[config.mk]
export PLATFORM = sky130hd
export DESIGN_NAME = max7219_spi_slave
export DESIGN_NICKNAME = d
export VERILOG_FILES = /design/src/rtl/max7219_spi_slave.sv
export SDC_FILE = /design/constraint.sdc
export NUM_CORES = 1
export LEC_CHECK = 0
export ABC_AREA = 0
export BUFFER_PORTS_ARGS = -buffer_cell sky130_fd_sc_hd__clkbuf_2
export CORE_ASPECT_RATIO = 1.1
export CORE_MARGIN = 2
export CORE_UTILIZATION = 52
export CTS_CLUSTER_DIAMETER = 30
export DETAILED_ROUTE_END_ITERATION = 16
export PLACE_DENSITY = 0.71
export SLEW_MARGIN = 30
export SYNTH_ARGS = -nofsm -noshare
export SYNTH_HDL_FRONTEND = slang
export SYNTH_SLANG_ARGS = --single-unit
[constraint.sdc]
create_clock -name clk_clk -period 7.5 [get_ports clk_clk]
set_clock_uncertainty 0.2 [all_clocks]
set_input_delay 0.75 -clock clk_clk [delete_from_list [all_inputs] [get_ports clk_clk]]
set_output_delay 0.75 -clock clk_clk [all_outputs]
set_load 0.02 [all_outputs]
[src/rtl/max7219_spi_slave.sv]
// -----------------------------------------------------------------------------
// max7219_spi_slave
//
// Behavioural model of the MAX7219 serial interface and register file. It is
// implemented as a fully synchronous slave in the clk_clk domain.
//
// The SPI pins are asynchronous to clk_clk. Each pin is synchronised, and
// edges are found by comparing the synchronised value with a one-cycle-delayed
// copy. A 16-bit frame shifts in MSB first while spi_ss0 is low. The rising
// edge of spi_ss0 latches the frame into the register file.
//
// Ports
//   clk_clk       in   system clock, rising edge
//   reset_reset   in   synchronous active-high reset
//   spi_clk       in   SPI clock (MAX7219 CLK), async
//   spi_mosi      in   SPI data in (MAX7219 DIN), async
//   spi_ss0       in   frame select, active low (MAX7219 LOAD/CS), async
//   spi_miso      out  cascade data out (MAX7219 DOUT), 16-bit delayed DIN
//   rd_addr       in   digit register index 0..7
//   rd_data       out  digit[rd_addr], one cycle of latency
//   decode_mode   out  decode-mode register
//   intensity     out  intensity register
//   scan_limit    out  scan-limit register
//   shutdown_n    out  shutdown register (0 = shutdown)
//   display_test  out  display-test register
//   frame_valid   out  one-cycle pulse per accepted 16+ bit frame
//   frame_addr    out  address of last accepted frame
//   frame_data    out  data of last accepted frame
//   frame_err     out  one-cycle pulse when a frame closes with < 16 bits
// -----------------------------------------------------------------------------
module max7219_spi_slave #(
    parameter int SYNC_STAGES = 2   // legal range 2..3
) (
    input  logic       clk_clk,
    input  logic       reset_reset,
    input  logic       spi_clk,
    input  logic       spi_mosi,
    input  logic       spi_ss0,
    output logic       spi_miso,
    input  logic [2:0] rd_addr,
    output logic [7:0] rd_data,
    output logic [7:0] decode_mode,
    output logic [3:0] intensity,
    output logic [2:0] scan_limit,
    output logic       shutdown_n,
    output logic       display_test,
    output logic       frame_valid,
    output logic [3:0] frame_addr,
    output logic [7:0] frame_data,
    output logic       frame_err
);

    // Synchronisers and edge-detect history
    logic [SYNC_STAGES-1:0] sclk_sync_q;
    logic [SYNC_STAGES-1:0] mosi_sync_q;
    logic [SYNC_STAGES-1:0] ss_sync_q;
    logic                   sclk_prev_q;
    logic                   ss_prev_q;

    // Synchronised views and decoded edges
    logic sclk_s;
    logic mosi_s;
    logic ss_s;
    logic sclk_rise_s;
    logic sclk_fall_s;
    logic ss_rise_s;
    logic ss_fall_s;
    logic shift_s;
    logic miso_load_s;

    // Frame datapath and register file
    logic [15:0] shreg_q,        shreg_d;
    logic [4:0]  cnt_q,          cnt_d;
    logic        miso_q,         miso_d;
    logic [7:0]  digit_q [8];
    logic [7:0]  digit_d [8];
    logic [7:0]  decode_q,       decode_d;
    logic [3:0]  intensity_q,    intensity_d;
    logic [2:0]  scan_q,         scan_d;
    logic        shutdown_n_q,   shutdown_n_d;
    logic        test_q,         test_d;
    logic [7:0]  rd_data_q,      rd_data_d;
    logic        fvalid_q,       fvalid_d;
    logic        ferr_q,         ferr_d;
    logic [3:0]  faddr_q,        faddr_d;
    logic [7:0]  fdata_q,        fdata_d;

    // Frame field decode
    logic [3:0]  frm_addr_s;
    logic [7:0]  frm_data_s;
    logic [3:0]  digit_idx_s;

    // Synchroniser chains plus one history register per edge-detected signal
    always_ff @(posedge clk_clk) begin
        if (reset_reset) begin
            sclk_sync_q <= '0;
            mosi_sync_q <= '0;
            ss_sync_q   <= '1;
            sclk_prev_q <= 1'b0;
            ss_prev_q   <= 1'b1;
        end else begin
            sclk_sync_q <= {sclk_sync_q[SYNC_STAGES-2:0], spi_clk};
            mosi_sync_q <= {mosi_sync_q[SYNC_STAGES-2:0], spi_mosi};
            ss_sync_q   <= {ss_sync_q[SYNC_STAGES-2:0], spi_ss0};
            sclk_prev_q <= sclk_s;
            ss_prev_q   <= ss_s;
        end
    end

    assign sclk_s      = sclk_sync_q[SYNC_STAGES-1];
    assign mosi_s      = mosi_sync_q[SYNC_STAGES-1];
    assign ss_s        = ss_sync_q[SYNC_STAGES-1];
    assign sclk_rise_s = sclk_s & ~sclk_prev_q;
    assign sclk_fall_s = ~sclk_s & sclk_prev_q;
    assign ss_rise_s   = ss_s & ~ss_prev_q;
    assign ss_fall_s   = ~ss_s & ss_prev_q;
    // A clock edge that coincides with the frame latch is dropped.
    assign shift_s     = sclk_rise_s & ~ss_s & ~ss_rise_s;
    assign miso_load_s = sclk_fall_s & ~ss_s & ~ss_rise_s;

    assign frm_addr_s  = shreg_q[11:8];
    assign frm_data_s  = shreg_q[7:0];
    assign digit_idx_s = frm_addr_s - 4'd1;

    // Next-state logic: shift register, bit counter, DOUT and frame latch
    always_comb begin
        shreg_d      = shreg_q;
        cnt_d        = cnt_q;
        miso_d       = miso_q;
        digit_d      = digit_q;
        decode_d     = decode_q;
        intensity_d  = intensity_q;
        scan_d       = scan_q;
        shutdown_n_d = shutdown_n_q;
        test_d       = test_q;
        faddr_d      = faddr_q;
        fdata_d      = fdata_q;
        fvalid_d     = 1'b0;
        ferr_d       = 1'b0;
        rd_data_d    = digit_q[rd_addr];

        if (ss_fall_s) begin
            cnt_d = 5'd0;
        end else if (shift_s) begin
            shreg_d = {shreg_q[14:0], mosi_s};
            if (cnt_q != 5'd16) begin
                cnt_d = cnt_q + 5'd1;
            end else begin
                cnt_d = cnt_q;
            end
        end else begin
            cnt_d = cnt_q;
        end

        // DOUT changes on the falling edge so a downstream device samples it
        // cleanly on the next rising edge.
        if (miso_load_s) begin
            miso_d = shreg_q[15];
        end else begin
            miso_d = miso_q;
        end

        if (ss_rise_s) begin
            if (cnt_q == 5'd16) begin
                fvalid_d = 1'b1;
                faddr_d  = frm_addr_s;
                fdata_d  = frm_data_s;
                case (frm_addr_s)
                    4'h1, 4'h2, 4'h3, 4'h4,
                    4'h5, 4'h6, 4'h7, 4'h8: digit_d[digit_idx_s[2:0]] = frm_data_s;
                    4'h9:    decode_d     = frm_data_s;
                    4'hA:    intensity_d  = frm_data_s[3:0];
                    4'hB:    scan_d       = frm_data_s[2:0];
                    4'hC:    shutdown_n_d = frm_data_s[0];
                    4'hF:    test_d       = frm_data_s[0];
                    default: ; // 0x0 no-op, 0xD/0xE change nothing
                endcase
            end else begin
                ferr_d = 1'b1;
            end
        end else begin
            fvalid_d = 1'b0;
        end
    end

    // State registers
    always_ff @(posedge clk_clk) begin
        if (reset_reset) begin
            shreg_q      <= 16'h0000;
            cnt_q        <= 5'd0;
            miso_q       <= 1'b0;
            for (int i = 0; i < 8; i++) begin
                digit_q[i] <= 8'h00;
            end
            decode_q     <= 8'h00;
            intensity_q  <= 4'h0;
            scan_q       <= 3'd0;
            shutdown_n_q <= 1'b0;
            test_q       <= 1'b0;
            rd_data_q    <= 8'h00;
            fvalid_q     <= 1'b0;
            ferr_q       <= 1'b0;
            faddr_q      <= 4'h0;
            fdata_q      <= 8'h00;
        end else begin
            shreg_q      <= shreg_d;
            cnt_q        <= cnt_d;
            miso_q       <= miso_d;
            digit_q      <= digit_d;
            decode_q     <= decode_d;
            intensity_q  <= intensity_d;
            scan_q       <= scan_d;
            shutdown_n_q <= shutdown_n_d;
            test_q       <= test_d;
            rd_data_q    <= rd_data_d;
            fvalid_q     <= fvalid_d;
            ferr_q       <= ferr_d;
            faddr_q      <= faddr_d;
            fdata_q      <= fdata_d;
        end
    end

    assign spi_miso     = miso_q;
    assign rd_data      = rd_data_q;
    assign decode_mode  = decode_q;
    assign intensity    = intensity_q;
    assign scan_limit   = scan_q;
    assign shutdown_n   = shutdown_n_q;
    assign display_test = test_q;
    assign frame_valid  = fvalid_q;
    assign frame_err    = ferr_q;
    assign frame_addr   = faddr_q;
    assign frame_data   = fdata_q;

endmodule

# [After elaboration in Yosys (flattened, before gate mapping)]
# Index checks and enable logic that the tools add are counted.
[op_classes] addsub=2 n_lt_le_gt_ge=3 n_eq_ne=15 mux=8 bitwise_logic=16 reduce_logical=13
[op_table] op="$bwmux 64" count=1
[op_table] op="$bmux 8 s3" count=1
[op_table] op="$demux 8 s3" count=1
[op_table] op="$eq 4x4->1 const B" count=6
[op_table] op="$mux 8" count=3
[op_table] op="$reduce_and 3->1" count=6
[op_table] op="$eq 4x3->1 const B" count=4
[op_table] op="$and 1x1->1" count=8
[op_table] op="$eq 4x2->1 const B" count=2
[op_table] op="$ge 4x4->1 const B" count=2
[op_table] op="$not 3->4" count=2
[op_table] op="$reduce_or 8->1" count=1
[op_table] op="$not 1->1" count=6
[op_table] op="$reduce_and 2->1" count=3
[op_table] op="$add 5x1->5 const B" count=1
[op_table] op="$eq 5x5->1 const B" count=1
[op_table] op="$ne 5x5->1 const B" count=1
[op_table] op="$eq 4x1->1 const B" count=1
[op_table] op="$lt 4x1->1 const B" count=1
[op_table] op="$reduce_or 2->1" count=2
[op_table] op="$sub 3x1->3 const B" count=1
[op_table] op="$mux 1" count=2
[op_table] op="$logic_and 1x1->1" count=1
[totals] regBits=133 inputBits=8 output_inout_bits=40 word_cells=83

# [Longest topological paths before layout]
[logic_depth] word_depth=7 mapped_depth=8

# [Worst setup path after synthesis]
# Ideal clock, no wire load.
[synth_path] path_kind="register to register" from="reg shreg_q[8]" to="reg digit_q[24] (netlist name)" setup_time_ns=0.072 t_arrival_ns=2.150 required_time_ns=7.228 setup_slack_ns=5.078 path_stages_with_launch=9 path_buffers=2 synth_period_minus_slack_ns=2.422 path_cell_list="dfxtp_1 buf_2 inv_1 ha_1 or3_1 o211ai_2 or3_1 buf_2 mux2i_1"
[synth_between] elab_chain_len=7
[synth_rtl] element="from (decl)" line_no="72" source="logic [15:0] shreg_q, shreg_d;"
[synth_rtl] element="from (signal assigned)" line_no="206" source="shreg_q <= shreg_d;"
[synth_rtl] element="$sub 3x1->3" line_no="123" source="assign digit_idx_s = frm_addr_s - 4'd1;"
[synth_rtl] element="$not 3->4 (not written as such)" line_no="170" source="4'h5, 4'h6, 4'h7, 4'h8: digit_d[digit_idx_s[2:0]] = frm_data_s;"
[synth_rtl] element="$ge 4x4->1 (not written as such) or $lt 4x1->1 (tied branches)" line_no="170"
[synth_rtl] element="$logic_and 1x1->1 (not written as such)" line_no="170"
[synth_rtl] element="$mux 8 (not written as such)" line_no="170"
[synth_rtl] element="$demux 8 s3" line_no="170"
[synth_rtl] element="$bwmux 64" line_no="170"
[synth_rtl] element="to (signal assigned)" line_no="209" source="digit_q <= digit_d;"
[synth_rtl] element="to (decl)" line_no="75" source="logic [7:0] digit_q [8];"
# Several ways; a longest one is shown, not always the timed one.
# A chain may end at the register's enable or synchronous reset.

# [Worst setup path in the final report]
[layout_path] from="reg shreg_q[8]" to="reg digit_q[25] (netlist name)"
# The elaborated chain is that of the path after synthesis.

==> results.md <==
- Run status: complete, no violations
- Vias per std cell: between 5 and 6
- Initial DRC Count: 210
- Syn nets: between 500 and 600
- Drt wl/cell: 15.99 um
- Layout area overhead: 15.90%
- Critical path's most frequent cell: or3_1
- # setup viols final: 0
- Site Rows: 39
- Tmin final: approximately 2.9 ns
- Via Count: 3668
- Depth of the most critical reg-to-reg path: 6
- Non-Filler Cell Area, Final: between 6000 and 7000 um2
- Warning count from the yosys run: 0
- Multi-input gate area: ~2700 um2
- Count of different cell masters after synthesis: 34
- Vias in the first global route: 3736
- Reg-to-Reg Start: shreg_q[8]$_SDFFE_PP0P_
- Crit-path cells: inv_1 > ha_1 > or3_1 > o211ai_2 > or3_1 > mux2i_1
- Slew headroom: between 40% and 50%
- Initial Util: a little over half
- Critical Path Source: shreg_q[8]$_SDFFE_PP0P_
- GR Overflow Total: 0
- DIE HEIGHT: approximately 110 um
- Worst EP arrival: between 3 and 4 ns
- Crit path largest cell delay: about 0.59 ns
- Non-Filler Instances: between 700 and 800
- WP data required: 7.63 ns
- FF-to-FF setup slack: approximately 4.6 ns
- Insertion delay to the later sink of the worst-skew pair: slightly above 0.4 ns
- Clk root buf: clkbuf_16
- Clock-pin slew of the registers on the worst-case setup and hold paths: 0.06 ns
- Drt first pass iters: 5
- Setup TNS: 0 ns
- Antenna Cells: 0
- Initial antenna violation count: 0
- R2R Path End: digit_q[25]$_SDFFE_PP0P_
- RSZ-0062 raised after global routing: no
- Total global-route track usage: between 20 and 25%
- Syn_area_per_cell: about 10 um2
- Actual slew at the worst max-slew pin: 0.8695 ns
- Nets: roughly 570
- Die width: about 100 um
- Area after DPL: 5847 um2
- Worst hold slack: roughly 0.21 ns
- Max clock buf depth: 2
- CP max stage cell: dfxtp_1
- CP endpoint: digit_q[25]$_SDFFE_PP0P_
- Synth Register Bits: 133
- WS Path Type: flip-flop to flip-flop
- Netlist Area Pre-Place: ~5600 um2
- # hold bufs at CTS: 0
- # port buffers: 47
- VDD IR-drop max: between 0.1 and 0.15 mV
- HP Class: flip-flop to flip-flop
- Most frequent cells in the layout: 133 x dfxtp_1, 91 x nand2b_1, 90 x mux2i_1, 64 x nand2_1, 46 x clkbuf_2
- Placed cell count: roughly 700
- Total wire length: around 11 mm
- First-pass GRT wire length: 18.88 mm
- Fill count: 882
- PostCTS Resize Cnt: 0
- CTS Buf Count: 17
- Max Slew Vio Count: 0
- Final core utilization: between 60% and 70%
- IO Count: 48
- Reg area: 2663 um2
- Pin count of the biggest net entering global routing: 84
- MaxCap Viol Count: 0
- Register area share after synthesis: between 40% and 50%
- Power per cell area: between 200 and 250 nW/um2
- DRC Markers: 0
- Synthesized instance count: about 530
- Final Cycle Share: ~39%
- TritonCTS Sinks: ~130
- Lkg Pwr: ~2.6 nW
- H-tree levels: 4
- Worst setup EP type: flip-flop
- Placer Congestion: roughly 0.75
- Post-DP HPWL: 7.305 mm
- Worst hold start: ss_sync_q[0]$_SDFF_PP1_
- Proportion of layout cells with a drive suffix above 1: a little under a fifth
- Post-CTS Setup Bufs: 0
- Max Fclk: between 300 and 400 MHz
- CTS tree: done
- Critical Path Source Type: flip-flop
- Core footprint: a little over 10000 um2
- Crit-path max FO: 9
- Die area: 11560 um2
- Number of routed nets with antenna violations: 0
- Most common cell after layout, fill and taps aside: dfxtp_1
- Final number of hold-violating endpoints: 0
synth_stat cells:
cell | instances | share of area [%]
nor4_4 | 3 | 1.1
or3_1 | 3 | 0.34
mux2i_1 | 90 | 16
ha_1 | 6 | 1.3
a21oi_1 | 29 | 2.6
a21oi_2 | 1 | 0.16
nand3_1 | 2 | 0.18
and4bb_1 | 1 | 0.22
nand2b_1 | 92 | 10
clkbuf_1 | 25 | 1.7
mux4_2 | 16 | 6.5
nand2_1 | 64 | 4.3
nor3b_1 | 1 | 0.13
nand4_1 | 4 | 0.45
o211ai_2 | 1 | 0.22
nand4bb_1 | 1 | 0.20
or2_2 | 3 | 0.34
and3b_1 | 1 | 0.16
a21o_1 | 1 | 0.13
nor2_1 | 15 | 1.0
buf_4 | 1 | 0.13
nor3_4 | 2 | 0.58
xnor2_1 | 1 | 0.16
buf_1 | 7 | 0.47
inv_1 | 5 | 0.34
or4_1 | 1 | 0.13
xor2_1 | 4 | 0.63
buf_2 | 8 | 0.72
dfxtp_1 | 133 | 48
nor3_1 | 2 | 0.18
nor4b_1 | 1 | 0.16
nor3b_2 | 1 | 0.22
buf_6 | 1 | 0.20
nor2b_1 | 6 | 0.67
how the worst min path moves through the flow:
stage	cells past startpoint	to	slack [ns]
final	1	ss_sync_q[1]$_SDFF_PP1_	0.21
after global routing	1	ss_sync_q[1]$_SDFF_PP1_	0.25
after CTS	1	ss_sync_q[1]$_SDFF_PP1_	0.21
after detailed placement	1	ss_sync_q[1]$_SDFF_PP1_	0.20
after global placement	1	ss_sync_q[1]$_SDFF_PP1_	0.19
after floorplan	1	ss_sync_q[1]$_SDFF_PP1_	0.19
cells by family (layout without fill, tap and decap cells):
group | after synthesis | in the layout | synth area share, %
adder cells (fa/ha/maj) | 6 | 6 | 1.347
AND/OR/NAND/NOR | 203 | 203 | 20.77
AO/OA/AOI/OAI | 32 | 32 | 3.122
multiplexers | 106 | 106 | 22.64
buffers and inverters | 47 | 85 | 3.548
XOR/XNOR | 5 | 5 | 0.7860
flip-flops | 133 | 133 | 47.79
state kept, by name, indices dropped and copies added (netlist names), 3 cells and up:
| name | cells |
|---|---|
| digit_q | 64 |
| shreg_q | 16 |
| decode_mode | 8 |
| frame_data | 8 |
| rd_data | 8 |
| cnt_q | 5 |
| frame_addr | 4 |
| intensity | 4 |
| scan_limit | 3 |
routing by layer:
metal  vias to the layer above  GRT usage (%)  part of all wire [%]
met5                         -              0                     0
met4                         0          7.378                   1.4
met1                      1743          27.07                    45
li1                       1846              -                     -
met3                        15          5.604                   2.9
met2                        64          35.29                    50
worst max-delay path, delay by kind of cell (launching register included):
kind / cells / cell delay (ns)
compound gates: 1 / 0.37
flops: 1 / 0.59
simple gates: 2 / 0.92
mux: 1 / 0.24
buf+inv: 1 / 0.22
fa+ha+maj: 1 / 0.26
layout make-up:
cell class / instances / area share (%)
Tap cell: 143 / 2.771
Clock buffer: 23 / 7.557
Timing Repair Buffer: 49 / 4.185
Inverter: 5 / 0.2906
Multi-Input combinational cell: 352 / 42.07
Sequential cell: 133 / 41.23
Clock inverter: 8 / 1.899
stage by stage:
| stage | worst slack [ns] | total power [W] |
|---|---|---|
| 2_1_floorplan | 5.078 | 0.0007501 |
| 3_3_place_gp | 4.658 | 0.0007552 |
| 5_1_grt | 4.394 | 0.001634 |
| 6_report | 4.596 | 0.001589 |
| 3_5_place_dp | 4.610 | 0.0007572 |
| 4_1_cts | 4.603 | 0.001600 |
where the power goes:
group / internal (W) / leakage, nW / switching, W
clock network: 0.000555 / 0.303 / 0.000292
registers: 0.000709 / 1.07 / 0.000000892
logic: 0.0000155 / 1.21 / 0.0000164
total: 0.00128 / 2.59 / 0.000309
(Power assumes the default switching activity.)
